$ cat src/rtl/mul_div_unit_pkg.sv
// Shared op codes, FSM state encodings and op decode for the HI/LO multiply/divide unit.
// MADD/MADDU decode is always present; whether they execute is decided in the top (MUL_DIV_MADD_EN).
package mul_div_unit_pkg;

    localparam logic [2:0] MD_MULT  = 3'd0;
    localparam logic [2:0] MD_MULTU = 3'd1;
    localparam logic [2:0] MD_DIV   = 3'd2;
    localparam logic [2:0] MD_DIVU  = 3'd3;
    localparam logic [2:0] MD_MTHI  = 3'd4;
    localparam logic [2:0] MD_MTLO  = 3'd5;
    localparam logic [2:0] MD_MADD  = 3'd6;
    localparam logic [2:0] MD_MADDU = 3'd7;

    localparam logic [1:0] ST_IDLE = 2'd0;
    localparam logic [1:0] ST_CALC = 2'd1;
    localparam logic [1:0] ST_FIX  = 2'd2;

    typedef struct packed {
        logic mul;
        logic div;
        logic sgn;
        logic madd;
    } md_dec_t;

    function automatic md_dec_t md_decode(input logic [2:0] op);
        md_dec_t d;
        d = md_dec_t'(4'b0000);
        case (op)
            MD_MULT:  begin d.mul = 1'b1; d.sgn = 1'b1; end
            MD_MULTU: begin d.mul = 1'b1; end
            MD_DIV:   begin d.div = 1'b1; d.sgn = 1'b1; end
            MD_DIVU:  begin d.div = 1'b1; end
            MD_MADD:  begin d.mul = 1'b1; d.sgn = 1'b1; d.madd = 1'b1; end
            MD_MADDU: begin d.mul = 1'b1; d.madd = 1'b1; end
            default:  begin d = md_dec_t'(4'b0000); end
        endcase
        return d;
    endfunction

endpackage

$ cat src/rtl/mul_div_unit_if.sv
// Request/result bundle between the EX stage (master) and the multiply/divide unit (slave).
interface mul_div_unit_if #(
    parameter int WIDTH = 32
) ();
    logic             start;
    logic [2:0]       op;
    logic [WIDTH-1:0] opA;
    logic [WIDTH-1:0] opB;
    logic             flush;
    logic             busy;
    logic             done;
    logic [WIDTH-1:0] hi;
    logic [WIDTH-1:0] lo;

    modport master (output start, op, opA, opB, flush, input busy, done, hi, lo);
    modport slave  (input start, op, opA, opB, flush, output busy, done, hi, lo);
endinterface

$ cat src/rtl/mul_div_sign.sv
// Combinational sign handling: operand magnitudes going in, two's-complement correction
// of the unsigned product / quotient / remainder coming out.
module mul_div_sign #(
    parameter int WIDTH = 32
) (
    input  logic                 signed_op,
    input  logic [WIDTH-1:0]     a,
    input  logic [WIDTH-1:0]     b,
    output logic [WIDTH-1:0]     a_mag,
    output logic [WIDTH-1:0]     b_mag,
    output logic                 a_neg,
    output logic                 b_neg,
    input  logic                 res_neg,
    input  logic                 rem_neg,
    input  logic [2*WIDTH-1:0]   prod_raw,
    input  logic [WIDTH-1:0]     quo_raw,
    input  logic [WIDTH-1:0]     rem_raw,
    output logic [2*WIDTH-1:0]   prod_out,
    output logic [WIDTH-1:0]     quo_out,
    output logic [WIDTH-1:0]     rem_out
);

    // Most-negative input negates to itself, which read unsigned is the correct magnitude.
    always_comb begin
        a_neg    = signed_op & a[WIDTH-1];
        b_neg    = signed_op & b[WIDTH-1];
        a_mag    = a_neg ? (~a + WIDTH'(1)) : a;
        b_mag    = b_neg ? (~b + WIDTH'(1)) : b;
        prod_out = res_neg ? (~prod_raw + (2*WIDTH)'(1)) : prod_raw;
        quo_out  = res_neg ? (~quo_raw + WIDTH'(1)) : quo_raw;
        rem_out  = rem_neg ? (~rem_raw + WIDTH'(1)) : rem_raw;
    end

endmodule

$ cat src/rtl/mul_div_unit.sv
// Iterative radix-2 multiply / restoring divide unit owning HI/LO (IDLE -> CALC x WIDTH -> FIX).
// Optional MUL_DIV_MADD_EN enables MADD/MADDU accumulation into {HI,LO}; otherwise they are no-ops.
module mul_div_unit
    import mul_div_unit_pkg::*;
#(
    parameter int WIDTH = 32
) (
    input  logic           clk,
    input  logic           reset,
    mul_div_unit_if.slave  bus
);

    localparam int              CNT_W     = $clog2(WIDTH) + 1;
    localparam logic [CNT_W-1:0] LAST_STEP = CNT_W'(WIDTH - 1);

    logic [1:0]          state_q, state_d;
    logic [CNT_W-1:0]    cnt_q, cnt_d;
    logic [2*WIDTH-1:0]  p_q, p_d;
    logic [WIDTH-1:0]    b_q, b_d;
    logic                is_div_q, is_div_d;
    logic                neg_q, neg_d;
    logic                rem_neg_q, rem_neg_d;
    logic                div_zero_q, div_zero_d;
`ifdef MUL_DIV_MADD_EN
    logic                madd_q, madd_d;
`endif
    logic                busy_q, busy_d;
    logic                done_q, done_d;
    logic [WIDTH-1:0]    hi_q, hi_d;
    logic [WIDTH-1:0]    lo_q, lo_d;

    md_dec_t             dec_s;
    logic                multi_s;
    logic [WIDTH-1:0]    a_mag_s, b_mag_s;
    logic                a_neg_s, b_neg_s;
    logic [WIDTH:0]      add_s, rsh_s;
    logic [WIDTH-1:0]    sub_s;
    logic [2*WIDTH-1:0]  mul_step_s, div_step_s, prod_fix_s, acc_s;
    logic [WIDTH-1:0]    quo_fix_s, rem_fix_s;

    mul_div_sign #(.WIDTH(WIDTH)) u_sign (
        .signed_op (dec_s.sgn),
        .a         (bus.opA),
        .b         (bus.opB),
        .a_mag     (a_mag_s),
        .b_mag     (b_mag_s),
        .a_neg     (a_neg_s),
        .b_neg     (b_neg_s),
        .res_neg   (neg_q),
        .rem_neg   (rem_neg_q),
        .prod_raw  (p_q),
        .quo_raw   (p_q[WIDTH-1:0]),
        .rem_raw   (p_q[2*WIDTH-1:WIDTH]),
        .prod_out  (prod_fix_s),
        .quo_out   (quo_fix_s),
        .rem_out   (rem_fix_s)
    );

    // Decode the incoming op and decide whether it needs the iterative datapath.
    always_comb begin
        dec_s = md_decode(bus.op);
`ifdef MUL_DIV_MADD_EN
        multi_s = dec_s.mul | dec_s.div;
`else
        multi_s = (dec_s.mul & ~dec_s.madd) | dec_s.div;
`endif
    end

    // One iteration of both datapaths; p_q holds {acc/rem, multiplier/quotient}.
    always_comb begin
        add_s      = {1'b0, p_q[2*WIDTH-1:WIDTH]} + (p_q[0] ? {1'b0, b_q} : {(WIDTH+1){1'b0}});
        mul_step_s = {add_s, p_q[WIDTH-1:1]};
        rsh_s      = p_q[2*WIDTH-1:WIDTH-1];
        sub_s      = rsh_s[WIDTH-1:0] - b_q;
        if (rsh_s >= {1'b0, b_q}) begin
            div_step_s = {sub_s, p_q[WIDTH-2:0], 1'b1};
        end else begin
            div_step_s = {rsh_s[WIDTH-1:0], p_q[WIDTH-2:0], 1'b0};
        end
`ifdef MUL_DIV_MADD_EN
        acc_s = madd_q ? ({hi_q, lo_q} + prod_fix_s) : prod_fix_s;
`else
        acc_s = prod_fix_s;
`endif
    end

    // Control FSM: accept, iterate, then correct signs and commit HI/LO.
    always_comb begin
        state_d    = state_q;
        cnt_d      = cnt_q;
        p_d        = p_q;
        b_d        = b_q;
        is_div_d   = is_div_q;
        neg_d      = neg_q;
        rem_neg_d  = rem_neg_q;
        div_zero_d = div_zero_q;
`ifdef MUL_DIV_MADD_EN
        madd_d     = madd_q;
`endif
        busy_d     = busy_q;
        done_d     = 1'b0;
        hi_d       = hi_q;
        lo_d       = lo_q;
        case (state_q)
            ST_IDLE: begin
                busy_d = 1'b0;
                if (bus.start && !bus.flush) begin
                    if (multi_s) begin
                        state_d    = ST_CALC;
                        cnt_d      = {CNT_W{1'b0}};
                        p_d        = {{WIDTH{1'b0}}, a_mag_s};
                        b_d        = b_mag_s;
                        is_div_d   = dec_s.div;
                        neg_d      = a_neg_s ^ b_neg_s;
                        rem_neg_d  = a_neg_s;
                        div_zero_d = (bus.opB == {WIDTH{1'b0}});
`ifdef MUL_DIV_MADD_EN
                        madd_d     = dec_s.madd;
`endif
                        busy_d     = 1'b1;
                    end else if (bus.op == MD_MTHI) begin
                        hi_d = bus.opA;
                    end else if (bus.op == MD_MTLO) begin
                        lo_d = bus.opA;
                    end else begin
                        busy_d = 1'b0;
                    end
                end else begin
                    busy_d = 1'b0;
                end
            end
            ST_CALC: begin
                if (bus.flush) begin
                    state_d = ST_IDLE;
                    busy_d  = 1'b0;
                    cnt_d   = {CNT_W{1'b0}};
                end else begin
                    p_d   = is_div_q ? div_step_s : mul_step_s;
                    cnt_d = cnt_q + CNT_W'(1);
                    if (cnt_q == LAST_STEP) begin
                        state_d = ST_FIX;
                    end else begin
                        state_d = ST_CALC;
                    end
                end
            end
            ST_FIX: begin
                state_d = ST_IDLE;
                busy_d  = 1'b0;
                cnt_d   = {CNT_W{1'b0}};
                if (bus.flush) begin
                    done_d = 1'b0;
                end else begin
                    done_d = 1'b1;
                    // Divide by zero: iteration leaves |opA| as remainder, so hi reconstructs opA.
                    if (is_div_q) begin
                        hi_d = rem_fix_s;
                        lo_d = div_zero_q ? {WIDTH{1'b1}} : quo_fix_s;
                    end else begin
                        {hi_d, lo_d} = acc_s;
                    end
                end
            end
            default: begin
                state_d = ST_IDLE;
                busy_d  = 1'b0;
                cnt_d   = {CNT_W{1'b0}};
            end
        endcase
    end

    // State and output registers with synchronous reset.
    always_ff @(posedge clk) begin
        if (reset) begin
            state_q    <= ST_IDLE;
            cnt_q      <= {CNT_W{1'b0}};
            p_q        <= {(2*WIDTH){1'b0}};
            b_q        <= {WIDTH{1'b0}};
            is_div_q   <= 1'b0;
            neg_q      <= 1'b0;
            rem_neg_q  <= 1'b0;
            div_zero_q <= 1'b0;
`ifdef MUL_DIV_MADD_EN
            madd_q     <= 1'b0;
`endif
            busy_q     <= 1'b0;
            done_q     <= 1'b0;
            hi_q       <= {WIDTH{1'b0}};
            lo_q       <= {WIDTH{1'b0}};
        end else begin
            state_q    <= state_d;
            cnt_q      <= cnt_d;
            p_q        <= p_d;
            b_q        <= b_d;
            is_div_q   <= is_div_d;
            neg_q      <= neg_d;
            rem_neg_q  <= rem_neg_d;
            div_zero_q <= div_zero_d;
`ifdef MUL_DIV_MADD_EN
            madd_q     <= madd_d;
`endif
            busy_q     <= busy_d;
            done_q     <= done_d;
            hi_q       <= hi_d;
            lo_q       <= lo_d;
        end
    end

    assign bus.busy = busy_q;
    assign bus.done = done_q;
    assign bus.hi   = hi_q;
    assign bus.lo   = lo_q;

endmodule

$ cat src/flat_wrapper.sv
// flat-port wrapper written by rule: the top's interface ports become plain ports
module mul_div_unit_flat import mul_div_unit_pkg::*;
#(
    parameter int WIDTH = 32
)
  (clk, reset, bus_start, bus_op, bus_opA, bus_opB, bus_flush, bus_busy, bus_done, bus_hi, bus_lo);
  mul_div_unit_if #(.WIDTH(WIDTH)) bus_i ();
  input  logic clk;
  input  logic reset;
  input wire logic [$bits(bus_i.start)-1:0] bus_start;
  input wire logic [$bits(bus_i.op)-1:0] bus_op;
  input wire logic [$bits(bus_i.opA)-1:0] bus_opA;
  input wire logic [$bits(bus_i.opB)-1:0] bus_opB;
  input wire logic [$bits(bus_i.flush)-1:0] bus_flush;
  output wire logic [$bits(bus_i.busy)-1:0] bus_busy;
  output wire logic [$bits(bus_i.done)-1:0] bus_done;
  output wire logic [$bits(bus_i.hi)-1:0] bus_hi;
  output wire logic [$bits(bus_i.lo)-1:0] bus_lo;
  assign bus_i.start = bus_start;
  assign bus_i.op = bus_op;
  assign bus_i.opA = bus_opA;
  assign bus_i.opB = bus_opB;
  assign bus_i.flush = bus_flush;
  assign bus_busy = bus_i.busy;
  assign bus_done = bus_i.done;
  assign bus_hi = bus_i.hi;
  assign bus_lo = bus_i.lo;
  mul_div_unit #(.WIDTH(WIDTH)) u_core (.clk(clk), .reset(reset), .bus(bus_i));
endmodule
$ cat config.mk
export PLATFORM = sky130hd
export DESIGN_NAME = mul_div_unit_flat
export DESIGN_NICKNAME = d
export VERILOG_FILES = /design/src/rtl/mul_div_unit_pkg.sv /design/src/rtl/mul_div_unit_if.sv /design/src/rtl/mul_div_sign.sv /design/src/rtl/mul_div_unit.sv /design/src/flat_wrapper.sv
export SDC_FILE = /design/constraint.sdc
export NUM_CORES = 1
export LEC_CHECK = 0
export CAP_MARGIN = 20
export CORE_MARGIN = 5
export CORE_UTILIZATION = 40
export DETAILED_ROUTE_END_ITERATION = 8
export DONT_BUFFER_PORTS = 1
export PLACE_DENSITY = 0.62
export SLEW_MARGIN = 0
export SYNTH_ARGS = -nofsm -noshare
export SYNTH_HDL_FRONTEND = slang
export SYNTH_SLANG_ARGS = --single-unit
$ cat constraint.sdc
create_clock -name clk -period 9.55 [get_ports clk]
set_input_delay 1.91 -clock clk [delete_from_list [all_inputs] [get_ports clk]]
set_output_delay 1.91 -clock clk [all_outputs]
set_load 0.02 [all_outputs]
After elaboration in Yosys (flattened, before gate mapping). Cells that the tools add are included.

Input port bits: 71. Register bits after elaboration: 174.

Muxes and demuxes: 44. Magnitude comparators: 1. Add/subtract/negate cells: 8. Bitwise gates (word level): 12. Eq/ne operators: 19. Reduce and logical (&&, ||, !) cells: 17.

Operator list (count): two-way mux 32 bit (17); two-way mux 64 bit (6); adder 32 x 1 -> 32 bit (second input constant) (4); inverter 32 bit (4); one-hot mux 32 bit (2 select lines) (2); one-hot mux 64 bit (2 select lines) (1); adder 64 x 1 -> 64 bit (second input constant) (1); inverter 64 bit (1); adder 32 x 33 -> 33 bit (1); greater-or-equal comparator 33 x 32 -> 1 bit (1); zero test 32 bit (1); subtractor 32 bit (1); two-way mux 6 bit (3); == test 3 bit (second input constant) (4); one-hot mux 6 bit (2 select lines) (1); inequality test 2 bit (second input constant) (5); two-way mux 1 bit (8); two-way mux 2 bit (4); inequality test 2 x 1 -> 1 bit (second input constant) (4); adder 6 x 1 -> 6 bit (second input constant) (1); == test 3 x 2 -> 1 bit (second input constant) (2); == test 6 x 5 -> 1 bit (second input constant) (1); AND reduction 6 bit (1); OR reduction 2 bit (3); other kinds (20) (24).

Logic depth before layout (Yosys ltp). Gate-level depths: netlist of the first run.

Depth in word-level cells: 9. Gate-level depth with buffers: 15.

Cells and area by module. Synthesis of the first run repeated with hierarchy kept, for this count alone.

Cells, all modules: 2181. Area total of the unflattened synthesis: 16126.7 um^2.

By module, submodules not included: mul_div_unit (cells an instance 1571, times used 1, area an instance 11893.9 um^2); mul_div_sign (cells an instance 610, times used 1, area an instance 4232.8 um^2).

Least setup slack after synthesis of the first run. No wires, ideal clock.

Path kind: input port to flip-flop. From: input port bus_opB[0]. To: register u_core.b_q[27]. Setup time: 0.086 ns. Setup slack: 5.262 ns. Path buffers: 1. Required time: 9.464 ns. Data arrival time: 4.203 ns. Stages on the path: 10. Cells stage by stage: or3_1 or3_1 nor3_1 and2_1 clkbuf_1 nand2_1 or2_2 o41ai_1 xor2_1 a211oi_1.

Longest elaborated chain between the ends: 3.

Ends and longest elaborated chain: from (decl) (line flat_wrapper.sv:13) `input wire logic [$bits(bus_i.opB)-1:0] bus_opB;`; inverter 32 bit (line mul_div_sign.sv:28) `b_mag = b_neg ? (~b + WIDTH'(1)) : b;`; adder 32 x 1 -> 32 bit (line mul_div_sign.sv:28); two-way mux 32 bit (line mul_div_sign.sv:28); to (signal assigned) (line mul_div_unit.sv:178) `b_q <= {WIDTH{1'b0}};`; to (decl) (line mul_div_unit.sv:19) `logic [WIDTH-1:0] b_q, b_d;`.

Every way passes these cells. A chain may end at the register's enable or synchronous reset.

Worst setup path after layout of the first run.
From: input port bus_opA[6]. To: register u_core.p_q[29].

Longest elaborated chain between the ends: 6.

Ends and longest elaborated chain: from (decl) (line flat_wrapper.sv:12) `input wire logic [$bits(bus_i.opA)-1:0] bus_opA;`; inverter 32 bit (line mul_div_sign.sv:27) `a_mag = a_neg ? (~a + WIDTH'(1)) : a;`; adder 32 x 1 -> 32 bit (line mul_div_sign.sv:27); two-way mux 32 bit (line mul_div_sign.sv:27); two-way mux 64 bit (line mul_div_unit.sv:108) `if (multi_s) begin`; two-way mux 64 bit (line mul_div_unit.sv:107) `if (bus.start && !bus.flush) begin`; one-hot mux 64 bit (2 select lines) (line mul_div_unit.sv:104) `case (state_q)`; to (signal assigned) (line mul_div_unit.sv:177) `p_q <= {(2*WIDTH){1'b0}};`; to (signal assigned) (line mul_div_unit.sv:193) `p_q <= p_d;`; to (decl) (line mul_div_unit.sv:18) `logic [2*WIDTH-1:0] p_q, p_d;`.

Every way passes these cells. The select of a mux whose other input is x is not followed.

==> results.py, run 1 <==
metrics = {
    "timing": {
        "final_max_slew_viol_count": 0,
        "worst_slew_pin_slew_ns": 1.02,
        "fin_crit_ns": 4.11,
        "setup_viol": 0,
        "rsz0062_at_grt": "no",
        "max_slew_margin_pct": 32.1,
        "fin_crit_sh_pct": 43.0,
        "finalHoldViolations": 0,
        "finClkSkew_ns": 0.0140,
        "max_freq_ghz": 0.243,
        "tns_ns": 0,
    },
    "pwr": {
        "power.leakage_nw": 5.56,
        "p_int_w": 0.00129,
        "vdd_drop_max_uv": 131,
        "switchingPower_w": 0.000597,
        "p_seq_share_pct": 41.1,
        "power_frac_comb_pct": 19.5,
        "pwr-share-clk_pct": 39.4,
        "cellPowerDensity_nw_per_um2": 129,
        "switching_share_pct": 31.6,
    },
    "setup_path": {
        "crit_path_end_kind": "flip-flop",
        "worst-path-buf-inv": 0,
        "startpoint_type": "input port",
        "critPathKind": "input port to flip-flop",
        "r2r_cells": 14,
        "crit_chain": "or4_1 > nor4b_1 > and2_1 > nand2_1 > nor2_1 > a21oi_1 > xor2_1 > o211ai_1 > a21oi_1",
        "cp_top_family": "simple AND/OR/NAND/NOR gates",
        "cpMostUsedCell": "a21oi_1",
        "crit_start": "bus_opA[6]",
        "r2r-start": "u_core.p_q[0]",
        "worstPathArrival_ns": 4.45,
        "cpPeakStageDelay_ns": 0.66,
        "required_ns": 9.89,
        "critical_path.endpoint": "u_core.p_q[29]",
        "worstPathMaxFanout": 5,
        "ff2ff_setup_slack_ns": 5.61,
        "r2r-end": "u_core.p_q[62]",
        "cp.depth": 9,
        "cpMaxStageDelayCell": "nor4b_1",
    },
    "cts": {
        "cts_repair_resize_count": 0,
        "cts_buffers": 17,
        "clk_latency_ns": 0.45,
        "clk_path_buf_depth": 2,
        "h-tree-depth": 4,
        "cts_tree": "done",
        "cts_hold_buf": 0,
        "clock-sinks": 174,
        "clk_pin_slew_ns": 0.08,
        "clockRootBuffer": "clkbuf_16",
        "cts_setup_buffers": 0,
    },
    "placement": {
        "gp_congestion": 0.954,
        "port_buffers": 0,
        "place_hpwl_um": 35500,
    },
    "yosys": {
        "synth_seq_cells": 174,
        "synthArstFlopShare_pct": 0,
        "yosys_warnings": 0,
        "synthDistinctLibCells": 76,
        "synth.area.top_cells": "dfxtp_1, a21oi_1, nor2_1",
        "avgSynthCellArea_um2": 7.37,
        "syn_area_um2": 13800,
        "seq_area_frac_synth_pct": 25.2,
        "synth-main-ff-cell": "dfxtp_1",
        "synth_largest_area_cell": "dfxtp_1",
        "synth_edf_count": 0,
        "netlist_instances": 1872,
        "yosysTopAreaCellShare_pct": 25.2,
        "synthesis.nets": 2014,
    },
    "finish": {
        "areaGrowthSynthToFinish_pct": 6.39,
        "fillCellCount": 3536,
        "final_cell_mix": "nor2_1, a21oi_1, nand2_1, dfxtp_1, o21ai_0",
        "multi_input_area_um2": 9660,
        "utilization_pct": 42.8,
        "final_common_cell": "nor2_1",
        "antenna_cells": 0,
        "fin_nets": 1932,
        "drive_above_1_share_pct": 4.22,
        "seqCellArea_um2": 3480,
    },
    "detailed_routing": {
        "routedWlPerCell_um": 21.3,
        "met2WireLength_um": 21400,
        "ant_nets": 0,
        "firstDrtPassIters": 8,
        "drt_wl_total_um": 48000,
        "dr.max_layer_used": "met4",
        "first_iter_violations": 1214,
        "wl_met3_um": 4350,
        "routed_via_density": 6.16,
        "drc": 0,
        "wl_met1_um": 20100,
        "vias": 13900,
    },
    "global_route": {
        "grt_pass1_wl_um": 73900,
        "grt_pass1_vias": 13000,
        "antenna_found_initial": 0,
        "overflow": 0,
        "grt_max_degree": 140,
        "grt_use_total_pct": 23.9,
    },
    "floorplanning": {
        "core.rowCount": 68,
        "coreArea_um2": 34300,
        "die_area_um2": 38300,
        "die_h_um": 196,
        "io_pins": 137,
        "start_util_pct": 40.2,
        "die_w_um": 196,
    },
    "worst_hold_path": {
        "hold_path_class": "flip-flop to flip-flop",
    },
    "flow_run": {
        "drv_cap": 0,
    },
    "run_status": {
        "status": "finished clean",
    },
}
[cells by family (layout without fill, tap and decap cells)]
| group | Yosys count | count (layout) | synth area share, % |
|---|---|---|---|
| muxes | 40 | 40 | 2.91 |
| buffers and inverters | 178 | 108 | 5.10 |
| AOI/OAI and AO/OA | 602 | 602 | 28.3 |
| adders and majority gates | 71 | 71 | 6.55 |
| xor gates and xnor gates | 166 | 166 | 10.5 |
| DFF | 174 | 174 | 25.2 |
| and+or+nand+nor | 641 | 641 | 21.3 |
[cell usage after synthesis (13+ instances only)]
master    count
nand2_1     173
xor2_1       70
a31oi_1      13
clkbuf_1     92
or4_1        13
a21o_1       33
inv_1        63
or3_1        29
a21oi_1     192
o31ai_1      21
a211oi_1     68
o211ai_1     13
nor2_1      254
nor3_1       31
mux2i_1      39
o21ai_0     114
o221ai_1     33
nand3_1      40
xnor2_1      96
nand2b_1     20
and3_1       13
dfxtp_1     174
ha_1         69
a311oi_1     23
[state kept, by name (all words and copies together), names as in the netlist]
register           count
u_core.bus.done        1
u_core.cnt_q           6
u_core.rem_neg_q       1
u_core.div_zero_q      1
u_core.state_q         2
u_core.neg_q           1
u_core.bus.hi         32
u_core.is_div_q        1
u_core.bus.lo         32
u_core.bus.busy        1
u_core.p_q            64
u_core.b_q            32
[layer usage]
| layer | vias up | track usage, % |
|---|---|---|
| met5 | - | 0 |
| met1 | 6575 | 30.9 |
| met4 | 0 | 10.7 |
| li1 | 6627 | - |
| met2 | 587 | 38.3 |
| met3 | 114 | 5.22 |
[layout make-up]
class                           instances  share of cell area [%]
Sequential cell                       174                    23.7
Timing Repair Buffer                   14                   0.852
Multi-Input combinational cell       1520                    65.8
Clock inverter                         12                    1.04
Clock buffer                           19                    3.08
Inverter                               63                    1.61
Tap cell                              455                    3.88
[per-stage QoR]
stage | cells | worst slack [ns] | total power [W] | instance area, um^2 | hold slack (ns)
5_1_grt | 2257 | 5.23 | 0.00197 | 14700 | 0.512
6_report | 2257 | 5.44 | 0.00189 | 14700 | 0.485
2_1_floorplan | 1872 | 5.26 | 0.00108 | 13800 | 0.432
3_3_place_gp | 2225 | 5.04 | 0.00115 | 14000 | 0.461
3_5_place_dp | 2225 | 5.01 | 0.00115 | 14000 | 0.472
4_1_cts | 2256 | 5.45 | 0.00189 | 14700 | 0.482
[power groups by stage]
| stage | clock [W] | combinational [W] | sequential (W) |
|---|---|---|---|
| 2_1_floorplan | 0 | 0.000296 | 0.000780 |
| 3_3_place_gp | 0 | 0.000358 | 0.000791 |
| 3_5_place_dp | 0 | 0.000360 | 0.000792 |
| 4_1_cts | 0.000752 | 0.000363 | 0.000775 |
| 5_1_grt | 0.000786 | 0.000403 | 0.000778 |
| 6_report | 0.000744 | 0.000368 | 0.000776 |
[how the worst min path moves through the flow]
stage	from	endpoint	slack, ns	cells past startpoint
after floorplan	u_core.b_q[31]	u_core.b_q[31]	0.43	2
after global placement	u_core.div_zero_q	u_core.div_zero_q	0.46	2
after detailed placement	u_core.div_zero_q	u_core.div_zero_q	0.47	2
after CTS	u_core.div_zero_q	u_core.div_zero_q	0.48	2
after global routing	u_core.is_div_q	u_core.is_div_q	0.51	2
final	u_core.is_div_q	u_core.is_div_q	0.48	2
[worst register-to-register path, delay by kind of cell, from the launching register on]
family,cells,cell delay (ns)
adder cells (fa/ha/maj),1,0.24
flip-flops,1,0.38
AO/OA/AOI/OAI,7,2.20
AND/OR/NAND/NOR,3,0.35
buffers and inverters,2,0.48
XOR/XNOR,1,0.17
Power figures use the tool's default switching activity.
==> run 2, diff against run 1 <==
==> constraint.sdc (replaced) <==
create_clock -name clk -period 4.1 [get_ports clk]
set_input_delay 0.82 -clock clk [delete_from_list [all_inputs] [get_ports clk]]
set_output_delay 0.82 -clock clk [all_outputs]
set_load 0.02 [all_outputs]
==> run 2 against run 1 <==
Effect of this change: clock power rose by 130%; setup slack got worse by 5.0 ns; via count rose by 0.22%; sequential share of layout area fell by 0.38 points; clock-buffer cell count fell by 1; combinational power rose by 140%.
==> results.py, run 2 (synthesis results as in run 1) <==
metrics = {
    "finish": {
        "antenna_cells": 0,
        "utilization_pct": 43.5,
        "drive_above_1_share_pct": 5.99,
        "regMostFlops": "u_core.p_q",
        "areaGrowthSynthToFinish_pct": 8.11,
        "fin_nets": 1965,
        "final_common_cell": "nor2_1",
        "final_cell_mix": "nor2_1, a21oi_1, nand2_1, dfxtp_1, o21ai_0",
        "largest_reg_flops": 64,
    },
    "detailed_routing": {
        "firstDrtPassIters": 5,
        "vias": 13900,
        "ant_nets": 0,
        "first_iter_violations": 1281,
        "routedWlPerCell_um": 21.7,
        "routed_via_density": 6.08,
        "drc": 0,
        "drt_wl_total_um": 49700,
    },
    "floorplanning": {
        "die_h_um": 196,
        "core.rowCount": 68,
        "coreArea_um2": 34300,
        "start_util_pct": 40.2,
        "die_area_um2": 38300,
        "io_pins": 137,
        "die_w_um": 196,
    },
    "cts": {
        "cts_hold_buf": 0,
        "h-tree-depth": 4,
        "clk_pin_slew_ns": 0.08,
        "cts_setup_buffers": 0,
        "clock-sinks": 174,
        "clockRootBuffer": "clkbuf_16",
        "cts_repair_resize_count": 0,
        "clk_path_buf_depth": 2,
        "cts_buffers": 17,
        "cts_tree": "done",
        "clk_latency_ns": 0.45,
    },
    "pwr": {
        "power.leakage_nw": 5.73,
        "vdd_drop_max_uv": 306,
        "cellPowerDensity_nw_per_um2": 294,
    },
    "setup_path": {
        "required_ns": 4.49,
        "critPathKind": "flip-flop to flip-flop",
        "crit_path_end_kind": "flip-flop",
        "worstPathArrival_ns": 4.00,
        "startpoint_type": "flip-flop",
        "worstPathMaxFanout": 7,
    },
    "worst_hold_path": {
        "hold_path_class": "input port to flip-flop",
    },
    "global_route": {
        "grt_pass1_vias": 13200,
        "grt_pass1_wl_um": 76600,
        "overflow": 0,
        "antenna_found_initial": 2,
        "grt_use_total_pct": 25.0,
        "grt_max_degree": 140,
    },
    "timing": {
        "max_freq_ghz": 0.277,
        "finClkSkew_ns": 0.0126,
        "final_max_slew_viol_count": 0,
        "finalHoldViolations": 0,
        "fin_crit_sh_pct": 88.1,
        "max_slew_margin_pct": 36.1,
        "worst_slew_pin_slew_ns": 0.956,
        "setup_viol": 0,
        "fin_crit_ns": 3.61,
        "tns_ns": 0,
        "rsz0062_at_grt": "no",
    },
    "flow_run": {
        "drv_cap": 0,
    },
    "placement": {
        "gp_congestion": 0.970,
        "place_hpwl_um": 37600,
        "port_buffers": 0,
    },
    "run_status": {
        "status": "finished clean",
    },
}
==> run 2: per-layer routing <==
metal / up-vias / part of all wire [%] / GRT usage (%)
met5: - / 0 / 0
met4: 0 / 4.1 / 10.6
met3: 93 / 8.4 / 5.13
met2: 590 / 44 / 39.4
met1: 6575 / 43 / 33.3
li1: 6676 / - / -
==> run 2: stage by stage <==
step | std cells | total power [W] | worst slack [ns] | cell area, um^2 | hold WS, ns
4_1_cts | 2291 | 0.00440 | 0.512 | 14900 | 0.418
5_1_grt | 2291 | 0.00456 | 0.219 | 14900 | 0.425
3_3_place_gp | 2259 | 0.00271 | 0.491 | 14300 | 0.464
6_report | 2291 | 0.00438 | 0.489 | 14900 | 0.454
2_1_floorplan | 1872 | 0.00251 | 0.735 | 13800 | 0.432
3_5_place_dp | 2259 | 0.00271 | 0.524 | 14300 | 0.465
==> run 2: final timing paths <==
path | startpoint | to | slack (ns) | depth (start not counted)
worst max-delay path | u_core.p_q[33] | u_core.bus.hi[30] | 0.49 | 11
worst min-delay path | reset | u_core.bus.lo[28] | 0.45 | 1
worst max register to register | u_core.p_q[33] | u_core.bus.hi[30] | 0.49 | 11
worst min register to register | u_core.div_zero_q | u_core.div_zero_q | 0.49 | 2
==> run 2: report_power, final <==
| group | total [W] | switching, W | internal [W] |
|---|---|---|---|
| Clock | 0.00169 | 0.000811 | 0.000880 |
| Combinational | 0.000887 | 0.000545 | 0.000341 |
| Sequential | 0.00181 | 0.0000706 | 0.00174 |
| Total | 0.00438 | 0.00143 | 0.00296 |
==> run 2: final cells by class <==
cell class	count	area, um^2
clock buffers	18	439
clock inverters	14	150
fillers	3578	19400
inverters	63	236
multi-input cells	1520	9660
flip-flops and latches	174	3480
well taps	455	569
repair buffers	47	378
==> run 2: critical path: stages, from the launching register on <==
cell and delay (ns):
dfxtp_1 0.39, inv_1 0.20, ha_1 0.20, or3b_1 0.41
or3_1 0.36, or4_1 0.58, nor4_4 0.36, nand3_2 0.18
o41ai_2 0.37, xnor2_1 0.10, a211o_1 0.29, a21oi_1 0.11
